### config.mk
export PLATFORM = sky130hd
export DESIGN_NAME = print_tx
export DESIGN_NICKNAME = d
export VERILOG_FILES = /design/src/rtl/print_tx.sv
export SDC_FILE = /design/constraint.sdc
export NUM_CORES = 1
export LEC_CHECK = 0
export BUFFER_PORTS_ARGS = -buffer_cell sky130_fd_sc_hd__buf_2
export CAP_MARGIN = 20
export CORE_MARGIN = 2
export CORE_UTILIZATION = 53
export DETAILED_ROUTE_END_ITERATION = 7
export PLACE_DENSITY = 0.8
export RECOVER_POWER = 100
export SYNTH_ARGS = -nofsm -noshare
export SYNTH_HDL_FRONTEND = slang
export SYNTH_SLANG_ARGS = --single-unit
### constraint.sdc
create_clock -name clk -period 2.15 [get_ports clk]
set_input_delay 0.3225 -clock clk [delete_from_list [all_inputs] [get_ports clk]]
set_output_delay 0.3225 -clock clk [all_outputs]
set_load 0.005 [all_outputs]
### src/rtl/print_tx.sv
// Formats a 32-bit word as one raw byte or eight uppercase hex chars and shifts it out as 8N1 UART.
// Start bit follows a request by 2 cycles and the next char follows a stop bit by 3; req_tx is ignored until the print completes.
module print_tx #(
  parameter int unsigned BAUD_DIV = 868
) (
  input  logic        clk,
  input  logic        rstn,
  input  logic [31:0] dout_tx,
  input  logic        type_tx,
  input  logic        req_tx,
  output logic        ack_tx,
  output logic        txd
);

  typedef enum logic [2:0] {IDLE, LOAD, SEND, WAIT, DONE} state_t;

  localparam logic [15:0] BAUD_LAST = 16'(BAUD_DIV - 1);

  state_t      state, state_nxt;
  logic [31:0] word_q;
  logic        type_q;
  logic [2:0]  idx;
  logic [7:0]  d_tx;
  logic        vld_tx;
  logic        rdy_tx;
  logic        last_char;
  logic [2:0]  nib_sel;
  logic [3:0]  nib;
  logic [7:0]  char_sel;

  logic        busy;
  logic [9:0]  shreg;
  logic [15:0] baud_cnt;
  logic [3:0]  bit_cnt;

  function automatic logic [7:0] hex_ascii(input logic [3:0] n);
    if (n < 4'd10) return 8'h30 + {4'h0, n};
    else           return 8'h37 + {4'h0, n};
  endfunction

  // idx 0 picks the most significant nibble
  assign nib_sel   = 3'd7 - idx;
  assign nib       = word_q[{nib_sel, 2'b00} +: 4];
  assign char_sel  = type_q ? hex_ascii(nib) : word_q[7:0];
  assign last_char = !type_q || (idx == 3'd7);

  always_ff @(posedge clk) begin
    if (rstn) state <= IDLE;
    else      state <= state_nxt;
  end

  always_comb begin
    state_nxt = state;
    vld_tx    = 1'b0;
    ack_tx    = 1'b0;
    case (state)
      IDLE: if (req_tx) state_nxt = LOAD;
      LOAD: state_nxt = SEND;
      SEND: begin
        vld_tx = 1'b1;
        if (rdy_tx) state_nxt = WAIT;
      end
      WAIT: if (rdy_tx) state_nxt = last_char ? DONE : LOAD;
      DONE: begin
        ack_tx    = 1'b1;
        state_nxt = IDLE;
      end
      default: state_nxt = IDLE;
    endcase
  end

  always_ff @(posedge clk) begin
    if (rstn) begin
      word_q <= '0;
      type_q <= 1'b0;
      idx    <= '0;
      d_tx   <= '0;
    end else begin
      if (state == IDLE && req_tx) begin
        word_q <= dout_tx;
        type_q <= type_tx;
        idx    <= '0;
      end
      if (state == LOAD) d_tx <= char_sel;
      if (state == WAIT && rdy_tx && !last_char) idx <= idx + 3'd1;
    end
  end

  // Transmitter: shreg holds {stop, data, start} and shifts out LSB first
  assign rdy_tx = !busy;
  assign txd    = busy ? shreg[0] : 1'b1;

  always_ff @(posedge clk) begin
    if (rstn) begin
      busy     <= 1'b0;
      shreg    <= '1;
      baud_cnt <= '0;
      bit_cnt  <= '0;
    end else if (!busy) begin
      if (vld_tx) begin
        busy     <= 1'b1;
        shreg    <= {1'b1, d_tx, 1'b0};
        baud_cnt <= '0;
        bit_cnt  <= '0;
      end
    end else if (baud_cnt == BAUD_LAST) begin
      baud_cnt <= '0;
      shreg    <= {1'b1, shreg[9:1]};
      if (bit_cnt == 4'd9) busy <= 1'b0;
      else                 bit_cnt <= bit_cnt + 4'd1;
    end else begin
      baud_cnt <= baud_cnt + 16'd1;
    end
  end

endmodule

**Word-level counts from Yosys, hierarchy flattened**

Cells that the tools add are included.

- Input port bits: 36
- Output and inout port bits: 2
- Bits in registers: 78

- Reductions and logical operators: 13
- Shifts and indexed selects: 1
- Equality and inequality tests: 12
- $lt $le $gt $ge: 1
- Muxes and demuxes: 26
- Add/sub/neg operators: 6

Operators by type and width:

| operator | count |
|---|---|
| 2-to-1 mux 16 bit | 3 |
| indexed part select 32 x 6 -> 4 bit | 1 |
| 2-to-1 mux 10 bit | 3 |
| 2-to-1 mux 3 bit | 6 |
| adder 16 x 1 -> 16 bit, second input constant | 1 |
| == test 16 x 10 -> 1 bit, second input constant | 1 |
| 2-to-1 mux 4 bit | 4 |
| adder 6 x 4 -> 7 bit, first input constant | 2 |
| one-hot mux 3 bit (4 select lines) | 1 |
| 2-to-1 mux 8 bit | 1 |
| != test 2 bit, second input constant | 4 |
| 2-to-1 mux 1 bit | 7 |
| 2-to-1 mux 7 bit | 1 |
| == test 3 x 2 -> 1 bit, second input constant | 2 |
| == test 3 bit, second input constant | 2 |
| AND reduction 3 bit | 2 |
| adder 4 x 1 -> 4 bit, second input constant | 1 |
| == test 4 bit, second input constant | 1 |
| less-than comparator 4 bit, second input constant | 1 |
| nonzero test 2 bit | 2 |
| adder 3 x 1 -> 3 bit, second input constant | 1 |
| == test 3 x 1 -> 1 bit, second input constant | 1 |
| logical AND 1 bit | 3 |
| zero test 1 bit | 3 |
| other kinds (5) | 5 |

**Depth between registers and ports, before layout**

Gate-level depths: netlist (run 1).

- Depth in word-level cells: 5
- Gate-level depth with buffers: 8
- Gate-level depth less buffers: 7

**Worst setup path before layout (run 1)**

OpenSTA, ideal clock, no wires.

- Kind: register to register
- Start point: register idx[0]
- End point: register d_tx[4]
- Arrival: 1922 ps
- Path slack: 136 ps
- Path buffers: 1
- Stages on the path, launching flop included: 8
- Period minus slack after synthesis: 2014 ps
- Library setup time: 92 ps
- Cell sequence: dfxtp_1 buf_2 mux4_1 mux2i_1 ha_1 o21bai_1 and4_1 nor4_1

- Word-level cells in the longest chain between the ends: 5
- Elaborated cells between the ends (all ways): 7

Ends and longest elaborated chain:

| item | line | source |
|---|---|---|
| start, declared | 22 | `logic [2:0] idx;` |
| start signal, assigned | 85 | `if (state == WAIT && rdy_tx && !last_char) idx <= idx + 3'd1;` |
| subtractor 3 bit * | 42 | `assign nib_sel = 3'd7 - idx;` |
| indexed part select 32 x 6 -> 4 bit * | 43 | `assign nib = word_q[{nib_sel, 2'b00} +: 4];` |
| adder 6 x 4 -> 7 bit (tied with other cells) | 38 | `else return 8'h37 + {4'h0, n};` |
| 2-to-1 mux 7 bit * | 37 | `if (n < 4'd10) return 8'h30 + {4'h0, n};` |
| 2-to-1 mux 8 bit * | 44 | `assign char_sel = type_q ? hex_ascii(nib) : word_q[7:0];` |
| end signal, assigned | 84 | `if (state == LOAD) d_tx <= char_sel;` |
| end, declared | 23 | `logic [7:0] d_tx;` |

Mark *: on every way between the ends. The rest lies on a longest branch, timed or not.
A chain may end at the register's enable or synchronous reset.

**Worst setup path in the final report (run 1)**

Same ends and word-level chain as after synthesis.

==> flow_metrics.env, run 1 <==
export IMPL_path_cells="mux4_1 -> mux2_2 -> inv_1 -> ha_1 -> o21bai_1 -> and4_1 -> nor4_2"
export IMPL_vias_per_cell=5.849
export IMPL_regToRegSetupSlack_ns=0.11
export IMPL_design_area_um2=4264
export IMPL_ioPinCount=38
export IMPL_stdcell_count=556
export IMPL_clk_pin_slew_ns=0.08
export IMPL_synthesis_nets=478
export IMPL_fillers=584
export IMPL_postPlaceCellArea_um2=3984
export IMPL_crit_fanout=6
export IMPL_ys_seq_area_share_pct=41.88
export IMPL_yosysWarnings=0
export IMPL_grt_overflow=0
export IMPL_numCtsBuffers=9
export IMPL_worst_endpoint_required_ns=2.42
export IMPL_final_max_slew_violation_count=0
export IMPL_drc_errors=0
export IMPL_coreArea_um2=6756
export IMPL_outcome="completed"
export IMPL_worstMarginPinSlew_ns=0.7655
export IMPL_wl_per_cell_um=14.62
export IMPL_report_final_setup_viol=0
export IMPL_clockBufferDepth=2
export IMPL_skew_ns=0.01019
export IMPL_antenna_found_initial=0
export IMPL_start_util_pct=54.48
export IMPL_hp_start="dout_tx[12]"
export IMPL_cp_end_kind="flop"
export IMPL_critPathBufInv=1
export IMPL_drive_above_1_share_pct=18.07
export IMPL_synth_edff_count=0
export IMPL_reg2reg_from="idx[0]$_SDFFE_PP0P_"
export IMPL_maxSlewHeadroom_pct=48.97
export IMPL_vdd_ir_drop_max_v=0.0004639
export IMPL_hp_class="input pin to flop"
export IMPL_ys_flop_type="dfxtp_1"
export IMPL_place_inst=539
export IMPL_async_flop_share_pct=0
export IMPL_ant_nets=0
export IMPL_crit_family="multiplexers"
export IMPL_p_per_area_nw_per_um2=824.5
export IMPL_post_dp_hpwl_um=5681
export IMPL_hold_violations=0
export IMPL_cp_slowest_cell="mux4_1"
export IMPL_io_buffers=37
export IMPL_grtUsageTotal_pct=22.72
export IMPL_synth_area_leaders="dfxtp_1 42%, nand2_1 8.4%, a21oi_1 6.9%"
export IMPL_synth_top_cell_by_area="dfxtp_1"
export IMPL_routed_wirelength_um=8131
export IMPL_grt_max_degree=41
export IMPL_cts_tree="yes"
export IMPL_crit_path_start_kind="flop"
export IMPL_num_antenna_cells=0
export IMPL_firstDrtPassIters=4
export IMPL_synth_commonest_cells="82 x nand2_1, 77 x dfxtp_1, 51 x a21oi_1"
export IMPL_final_nets=513
export IMPL_grt_pass1_vias=2960
export IMPL_cp_arrival_ns=2.30
export IMPL_fmax_ghz=0.4910
export IMPL_synth_cell_type_count=51
export IMPL_die_w_um=87.34
export IMPL_whs_ns=0.1984
export IMPL_die_area_um2=7628
export IMPL_fin_util_pct=63.11
export IMPL_via_count=3252
export IMPL_final_min_period_over_clock_period_pct=94.72
export IMPL_synth_most_common_cell="nand2_1"
export IMPL_drtIter0Drc=151
export IMPL_syn_to_final_growth_pct=15.84
export IMPL_die_h_um=87.34
export IMPL_synth_top_cell_area_share_pct=41.88
export IMPL_synthCells=436
export IMPL_tns_ns=0
export IMPL_leakage_uw=0.001627
export IMPL_grt_pass1_wl_um=13560
export IMPL_crit_type="flop to flop"
export IMPL_r2r_end="d_tx[4]$_SDFFE_PP0N_"
export IMPL_rr_worst_depth=7
export IMPL_min_path_cells=3
export IMPL_critPathMaxStageDelay_ns=0.54
export IMPL_whs_endpoint="word_q[12]$_SDFFE_PP0P_"
export IMPL_insertion_delay_ns=0.35
export IMPL_ys_ff_latch=77
export IMPL_fp_row_count=30
export IMPL_syn_cell_area_um2=3681
export IMPL_synth_avg_cell_area_um2=8.443
export IMPL_cts_max_level=3
export IMPL_place_gp_congestion=0.8512
export IMPL_clock_sinks=77
export IMPL_cts_root_buffer="clkbuf_8"
export IMPL_startpoint="idx[0]$_SDFFE_PP0P_"
export IMPL_layout_min_cycle_time_ns=2.036
export IMPL_cap_violations=0
==> cells by family (layout without fill, tap and decap cells) <==
logic type                 Yosys count  in the layout  share of synthesized area, %
xor gates and xnor gates             2              2                        0.4760
adders and majority gates            6              6                         2.039
AOI/OAI and AO/OA                  107            107                         18.59
muxes                               24             24                         9.279
and+or+nand+nor                    180            180                         23.39
DFF                                 77             77                         41.88
buffers and inverters               40             80                         4.351
==> per-stage QoR <==
step	setup WS, ns	total power [µW]
3_5_place_dp	0.01573	2156
3_3_place_gp	0.1081	2136
4_1_cts	0.06183	3531
6_report	0.1135	3516
2_1_floorplan	0.1362	1999
5_1_grt	-0.003889	3678
==> worst max-delay path by stage <==
stage	endpoint	cells past startpoint
floorplan	d_tx[4]$_SDFFE_PP0N_	7
global placement	d_tx[4]$_SDFFE_PP0N_	7
detailed placement	d_tx[4]$_SDFFE_PP0N_	7
CTS	d_tx[4]$_SDFFE_PP0N_	7
global route	baud_cnt[13]$_SDFFE_PP0P_	6
finish	d_tx[4]$_SDFFE_PP0N_	7
==> worst min-delay path, cell delays in order <==
cell and delay [ns]:
buf_2 0.10, nand2_1 0.04, a21oi_1 0.05
==> per-layer routing <==
layer	up-vias	share of wire (%)	GRT usage, %
met4	0	1.6	8.392
met1	1533	43	28.08
met5	-	0	0
met3	12	4.6	5.118
met2	74	51	38.57
li1	1633	-	-
==> layout by cell type, fill, tap and decap left out, types with 4 or more instances in the layout <==
cell / count
nand2_1: 82
dfxtp_1: 75
a21oi_1: 51
buf_2: 37
nor2_1: 27
buf_4: 15
mux2i_1: 14
o21ai_0: 12
clkbuf_8: 12
nand3_1: 11
and3_1: 9
inv_1: 8
a211o_1: 8
a311oi_1: 8
nor3_1: 7
nor3b_1: 6
ha_1: 6
mux4_1: 5
or3_1: 5
nor2b_1: 4
nand4_1: 4
a211oi_1: 4
a41oi_1: 4
==> layout make-up <==
cell class,instances,area (µm²),area share [%]
Multi-Input combinational cell,319,1998,46.86
Timing Repair Buffer,56,330.3,7.746
Inverter,8,30.03,0.7042
Sequential cell,77,1546,36.27
Clock inverter,3,90.09,2.113
Clock buffer,13,168.9,3.961
Tap cell,80,100.1,2.347
==> report_power, final <==
group | total [µW] | switching, µW | internal, µW
combinational | 518 | 298 | 219
sequential | 1610 | 79.5 | 1530
clock | 1390 | 520 | 868
==> timing repair <==
action | 4_1_cts | 5_1_grt
pin swaps | 0 | 1
setup endpoints to repair | 1 | 27
hold buffers | 0 | 0
buffers inserted | 0 | 1
resized for setup | 1 | 8
==> state kept, by name (all words and copies together), names as in the netlist <==
signal    count
baud_cnt     16
bit_cnt       4
busy          1
d_tx          8
idx           3
shreg         9
state         3
type_q        1
word_q       32
Power figures use the tool's default switching activity.
==> inputs of run 2 (changes only) <==
- ABC_CLOCK_PERIOD_IN_PS: default -> 2150
- CAP_MARGIN: 20 -> 30
- GPL_TIMING_DRIVEN: default -> 0
==> flow_metrics.env, run 2 (synthesis results as in run 1) <==
export IMPL_fmax_ghz=0.4846
export IMPL_hold_violations=0
export IMPL_top_register="word_q"
export IMPL_power_switching_uw=1015
export IMPL_grt_max_degree=17
export IMPL_combPwrFrac_pct=16.9
export IMPL_crit_path_start_kind="flop"
export IMPL_layout_min_cycle_time_ns=2.063
export IMPL_cts_max_level=3
export IMPL_worst_endpoint_required_ns=2.45
export IMPL_final_min_period_over_clock_period_pct=95.97
export IMPL_fillers=609
export IMPL_report_final_setup_viol=0
export IMPL_cp_end_kind="flop"
export IMPL_regToRegSetupSlack_ns=0.09
export IMPL_wl_met1_um=3810
export IMPL_worstMarginPinSlew_ns=0.5472
export IMPL_drtIter0Drc=106
export IMPL_dp_worst_setup_slack_ns=-0.2299
export IMPL_final_max_slew_violation_count=0
export IMPL_vias_per_cell=5.856
export IMPL_layout_commonest_cell="nand2_1"
export IMPL_highest_layer="met4"
export IMPL_clockBufferDepth=2
export IMPL_hp_start="dout_tx[1]"
export IMPL_vdd_ir_drop_max_v=0.0004918
export IMPL_wl_met3_um=505
export IMPL_io_buffers=36
export IMPL_fp_row_count=30
export IMPL_cap_violations=0
export IMPL_drive_above_1_share_pct=16.97
export IMPL_ioPinCount=38
export IMPL_wl_per_cell_um=15.40
export IMPL_rsz0062_at_grt="false"
export IMPL_grt_pass1_wl_um=14120
export IMPL_outcome="completed"
export IMPL_routed_wirelength_um=8760
export IMPL_cp_arrival_ns=2.37
export IMPL_num_antenna_cells=0
export IMPL_whs_endpoint="word_q[1]$_SDFFE_PP0P_"
export IMPL_p_sw_share_pct=31.63
export IMPL_cts_tree="yes"
export IMPL_ant_nets=0
export IMPL_min_path_cells=3
export IMPL_die_w_um=87.34
export IMPL_insertion_delay_ns=0.37
export IMPL_crit_type="flop to flop"
export IMPL_skew_ns=0.01619
export IMPL_hp_class="input pin to flop"
export IMPL_multi_input_area_um2=2008
export IMPL_numCtsBuffers=9
export IMPL_hold_buffers=0
export IMPL_reg2reg_from="idx[0]$_SDFFE_PP0P_"
export IMPL_post_dp_hpwl_um=6232
export IMPL_die_h_um=87.34
export IMPL_crit_fanout=4
export IMPL_r2r_end="d_tx[1]$_SDFFE_PP0N_"
export IMPL_clockPowerShare_pct=33.1
export IMPL_grtUsageTotal_pct=23.67
export IMPL_place_gp_congestion=0.8996
export IMPL_leakage_uw=0.001556
export IMPL_rr_worst_depth=6
export IMPL_clk_pin_slew_ns=0.09
export IMPL_final_cell_mix="82 x nand2_1, 74 x dfxtp_1, 51 x a21oi_1, 37 x buf_2, 27 x nor2_1"
export IMPL_p_per_area_nw_per_um2=761.3
export IMPL_die_area_um2=7628
export IMPL_final_seq_area_um2=1550
export IMPL_firstDrtPassIters=4
export IMPL_syn_to_final_growth_pct=14.48
export IMPL_fin_util_pct=62.37
export IMPL_antenna_found_initial=0
export IMPL_met2RoutedLength_um=4253
export IMPL_coreArea_um2=6756
export IMPL_grt_pass1_vias=3015
export IMPL_top_regs="word_q: 32 flops, baud_cnt: 16 flops, shreg: 9 flops"
export IMPL_via_count=3332
export IMPL_p_int_uw=2193
export IMPL_grt_overflow=0
export IMPL_clock_sinks=77
export IMPL_drc_errors=0
export IMPL_p_seq_share_pct=50.0
export IMPL_final_nets=526
export IMPL_cts_root_buffer="clkbuf_8"
export IMPL_largest_reg_flops=32
export IMPL_whs_ns=0.1800
export IMPL_start_util_pct=54.48
export IMPL_setup_ws_ns=0.08657
export IMPL_maxSlewHeadroom_pct=63.52
-- run 2: layer usage --
layer	global-route usage [%]	up-vias
met1	29.05	1540
met3	5.782	15
met5	0	-
li1	-	1662
met2	39.74	115
met4	9.510	0
-- run 2: power by group through the flow --
stage	Clock (µW)	Sequential, µW	Combinational (µW)
after global placement	0	1630	502
after floorplan	0	1610	390
after global routing	1150	1620	607
after detailed placement	0	1630	521
after CTS	1080	1600	529
final	1060	1600	542
-- run 2: worst max-delay path by stage --
| stage | startpoint | endpoint | cells past startpoint |
|---|---|---|---|
| floorplan | idx[0]$_SDFFE_PP0P_ | d_tx[4]$_SDFFE_PP0N_ | 7 |
| global route | idx[0]$_SDFFE_PP0P_ | d_tx[4]$_SDFFE_PP0N_ | 7 |
| global placement | idx[0]$_SDFFE_PP0P_ | d_tx[4]$_SDFFE_PP0N_ | 7 |
| finish | idx[0]$_SDFFE_PP0P_ | d_tx[1]$_SDFFE_PP0N_ | 6 |
| detailed placement | idx[0]$_SDFFE_PP0P_ | d_tx[2]$_SDFFE_PP0N_ | 7 |
| CTS | baud_cnt[0]$_SDFFE_PP0P_ | shreg[2]$_SDFFE_PP1P_ | 7 |
-- run 2: final cells by class --
type | count | area share, %
Inverter | 8 | 0.7126
Multi-Input combinational cell | 319 | 47.65
Sequential cell | 77 | 36.79
Buffer | 32 | 3.593
Clock inverter | 7 | 1.485
Clock buffer | 9 | 2.939
Timing Repair Buffer | 37 | 4.454
Tap cell | 80 | 2.375
-- run 2: metrics by stage --
stage / total power, µW / std cells / instance area, µm² / setup TNS, ns
detailed placement: 2156 / 552 / 3961 / -0.9508
global route: 3370 / 569 / 4214 / 0
global placement: 2132 / 552 / 3961 / -0.6091
finish: 3208 / 569 / 4214 / 0
CTS: 3210 / 568 / 4160 / 0
floorplan: 1999 / 436 / 3681 / 0
-- run 2: worst max-delay path: stages (launching register included) --
cell       delay [ns]
dfxtp_4          0.39
mux4_2           0.52
mux2_2           0.33
inv_2            0.09
ha_2             0.27
a211oi_1         0.26
o2bb2ai_1        0.15
-- run 2: timing repair --
item / in CTS / in global routing
setup buffers: 0 / 1
endpoints found under the hold margin: 0 / 0
gates cloned: 0 / 0
pin swaps: 0 / 2
endpoints found under the setup margin: 16 / 23
gates resized for setup: 8 / 20
==> inputs of run 3 (changes only) <==
- ABC_AREA: default -> 1
- CORE_UTILIZATION: 53 -> 55
- CTS_BUF_LIST: default -> sky130_fd_sc_hd__clkbuf_8
- PLACE_DENSITY: 0.8 -> 0.82
==> flow_metrics.env, run 3 <==
export IMPL_outcome="completed"
export IMPL_rr_worst_depth=9
export IMPL_ioPinCount=38
export IMPL_p_per_area_nw_per_um2=870.1
export IMPL_io_buffers=37
export IMPL_top_register="word_q"
export IMPL_fmax_ghz=0.5397
export IMPL_drive_above_1_share_pct=14.83
export IMPL_maxSlewHeadroom_pct=63.99
export IMPL_cap_violations=0
export IMPL_crit_top_cell="nand2_1"
export IMPL_synthAdderAreaFrac_pct=2.016
export IMPL_synth_top_family_by_area="simple AND/OR/NAND/NOR gates"
export IMPL_synth_edff_count=0
export IMPL_met2RoutedLength_um=4163
export IMPL_stdcell_count=657
export IMPL_grt_pass1_wl_um=14500
export IMPL_synth_area_leaders="dfxtp_1 41%, nand2_1 10%, a21oi_1 9.7%"
export IMPL_vias_per_cell=5.476
export IMPL_regToRegSetupSlack_ns=0.30
export IMPL_routed_wirelength_um=8670
export IMPL_synth_top_cell_by_area="dfxtp_1"
export IMPL_crit_fanout=10
export IMPL_place_inst=641
export IMPL_tns_ns=0
export IMPL_whs_ns=0.2182
export IMPL_clk_pin_slew_ns=0.08
export IMPL_place_gp_congestion=0.8785
export IMPL_grt_pass1_vias=3240
export IMPL_skew_ns=0.006242
export IMPL_worst_endpoint_required_ns=2.37
export IMPL_post_dp_hpwl_um=6248
export IMPL_cp_arrival_ns=2.07
export IMPL_num_antenna_cells=0
export IMPL_die_w_um=86.28
export IMPL_synthCells=527
export IMPL_crit_path_start_kind="flop"
export IMPL_grtUsageTotal_pct=24.40
export IMPL_muxShareOfSynthArea_pct=0
export IMPL_antenna_found_initial=0
export IMPL_critPathMaxStageDelay_ns=0.40
export IMPL_wl_met1_um=3916
export IMPL_rsz0062_at_grt="false"
export IMPL_cp_end_kind="flop"
export IMPL_final_min_period_over_clock_period_pct=86.18
export IMPL_top_regs="word_q: 32 flops, baud_cnt: 16 flops, shreg: 9 flops"
export IMPL_synthesis_nets=569
export IMPL_synth_top_cell_area_share_pct=41.40
export IMPL_die_area_um2=7444
export IMPL_crit_type="flop to flop"
export IMPL_numCtsBuffers=9
export IMPL_ant_nets=0
export IMPL_largest_reg_flops=32
export IMPL_syn_to_final_growth_pct=12.70
export IMPL_synth_commonest_cells="104 x nand2_1, 77 x dfxtp_1, 72 x a21oi_1"
export IMPL_die_h_um=86.28
export IMPL_cts_max_level=3
export IMPL_wl_per_cell_um=13.20
export IMPL_r2r_end="shreg[7]$_SDFFE_PP1P_"
export IMPL_synth_cell_type_count=34
export IMPL_synth_avg_cell_area_um2=7.066
export IMPL_path_cells="ha_1 -> nand2_1 -> nor2_1 -> nand2_1 -> nand2_2 -> nand2_1 -> clkbuf_1 -> nand2_1 -> o211ai_1"
export IMPL_min_path_cells=2
export IMPL_synth_compound_area_share_pct=20.97
export IMPL_startpoint="baud_cnt[0]$_SDFFE_PP0P_"
export IMPL_grt_max_degree=14
export IMPL_synth_most_common_cell="nand2_1"
export IMPL_worstMarginPinSlew_ns=0.5401
export IMPL_via_count=3598
export IMPL_async_flop_share_pct=0
export IMPL_crit_family="simple AND/OR/NAND/NOR gates"
export IMPL_grt_overflow=0
export IMPL_final_max_slew_violation_count=0
export IMPL_report_final_setup_viol=0
export IMPL_critPathBufInv=1
export IMPL_wl_met3_um=472
export IMPL_hp_start="rstn"
export IMPL_cts_setup_buffers=0
export IMPL_ys_ff_latch=77
export IMPL_ys_seq_area_share_pct=41.40
export IMPL_setup_ws_ns=0.2971
export IMPL_vdd_ir_drop_max_v=0.0006667
export IMPL_start_util_pct=57.65
export IMPL_clock_sinks=77
export IMPL_synth_xor_area_share_pct=0.7056
export IMPL_yosysWarnings=0
export IMPL_syn_cell_area_um2=3724
export IMPL_dp_worst_setup_slack_ns=0.3479
export IMPL_cp_slowest_cell="dfxtp_1"
export IMPL_firstDrtPassIters=6
export IMPL_insertion_delay_ns=0.35
export IMPL_leakage_uw=0.001692
export IMPL_layout_min_cycle_time_ns=1.853
export IMPL_layout_commonest_cell="nand2_1"
export IMPL_synth_simple_area_share_pct=25.20
export IMPL_clockBufferDepth=2
export IMPL_final_nets=617
export IMPL_coreArea_um2=6459
export IMPL_drc_errors=0
export IMPL_hold_violations=0
export IMPL_final_cell_mix="107 x nand2_1, 77 x dfxtp_1, 72 x a21oi_1, 59 x inv_1, 57 x o21ai_0"
export IMPL_highest_layer="met4"
export IMPL_hp_class="input pin to flop"
export IMPL_hold_buffers=0
export IMPL_reg2reg_from="baud_cnt[0]$_SDFFE_PP0P_"
export IMPL_cts_root_buffer="clkbuf_8"
export IMPL_drtIter0Drc=228
export IMPL_whs_endpoint="baud_cnt[0]$_SDFFE_PP0P_"
export IMPL_cts_tree="yes"
export IMPL_fp_row_count=29
export IMPL_ys_flop_type="dfxtp_1"
export IMPL_cts_resized=0
-- run 3: metrics by stage --
stage	utilization, %	area (µm²)	power (µW)
3_5_place_dp	62.01	4005	2500
3_3_place_gp	62.01	4005	2470
4_1_cts	65.32	4219	3677
6_report	64.97	4197	3651
5_1_grt	64.97	4197	3884
2_1_floorplan	-	3724	2282
-- run 3: cell type report --
class / instances / area (µm²)
multi-input cells: 359 / 1803
clock inverters: 7 / 90.09
inverters: 66 / 247.7
well taps: 77 / 96.34
clock buffers: 9 / 123.9
plain buffers: 25 / 110.1
repair buffers: 37 / 183.9
flip-flops and latches: 77 / 1541
fillers: 604 / 2262
-- run 3: cell families after synthesis --
family,count (synthesis)
xor gates and xnor gates,3
AOI/OAI and AO/OA,148
buffers and inverters,91
and+or+nand+nor,202
adders and majority gates,6
DFF,77
-- run 3: worst max-delay path by stage --
stage / end / slack (ns) / depth (start not counted)
2_1_floorplan: d_tx[6]$_SDFFE_PP0N_ / 0.65 / 11
3_3_place_gp: d_tx[6]$_SDFFE_PP0N_ / 0.40 / 11
3_5_place_dp: d_tx[6]$_SDFFE_PP0N_ / 0.35 / 11
4_1_cts: d_tx[6]$_SDFFE_PP0N_ / 0.33 / 11
5_1_grt: shreg[7]$_SDFFE_PP1P_ / 0.11 / 9
6_report: shreg[7]$_SDFFE_PP1P_ / 0.30 / 9
-- run 3: per-layer routing --
| layer | vias up | GRT usage, % |
|---|---|---|
| li1 | 1843 | - |
| met1 | 1632 | 31.22 |
| met2 | 112 | 41.01 |
| met3 | 11 | 5.048 |
| met4 | 0 | 8.523 |
| met5 | - | 0 |
-- run 3: report_power, final --
part | internal (µW) | switching (µW)
Clock | 647 | 541
Combinational | 250 | 517
Sequential | 1610 | 86.6
Total | 2510 | 1150
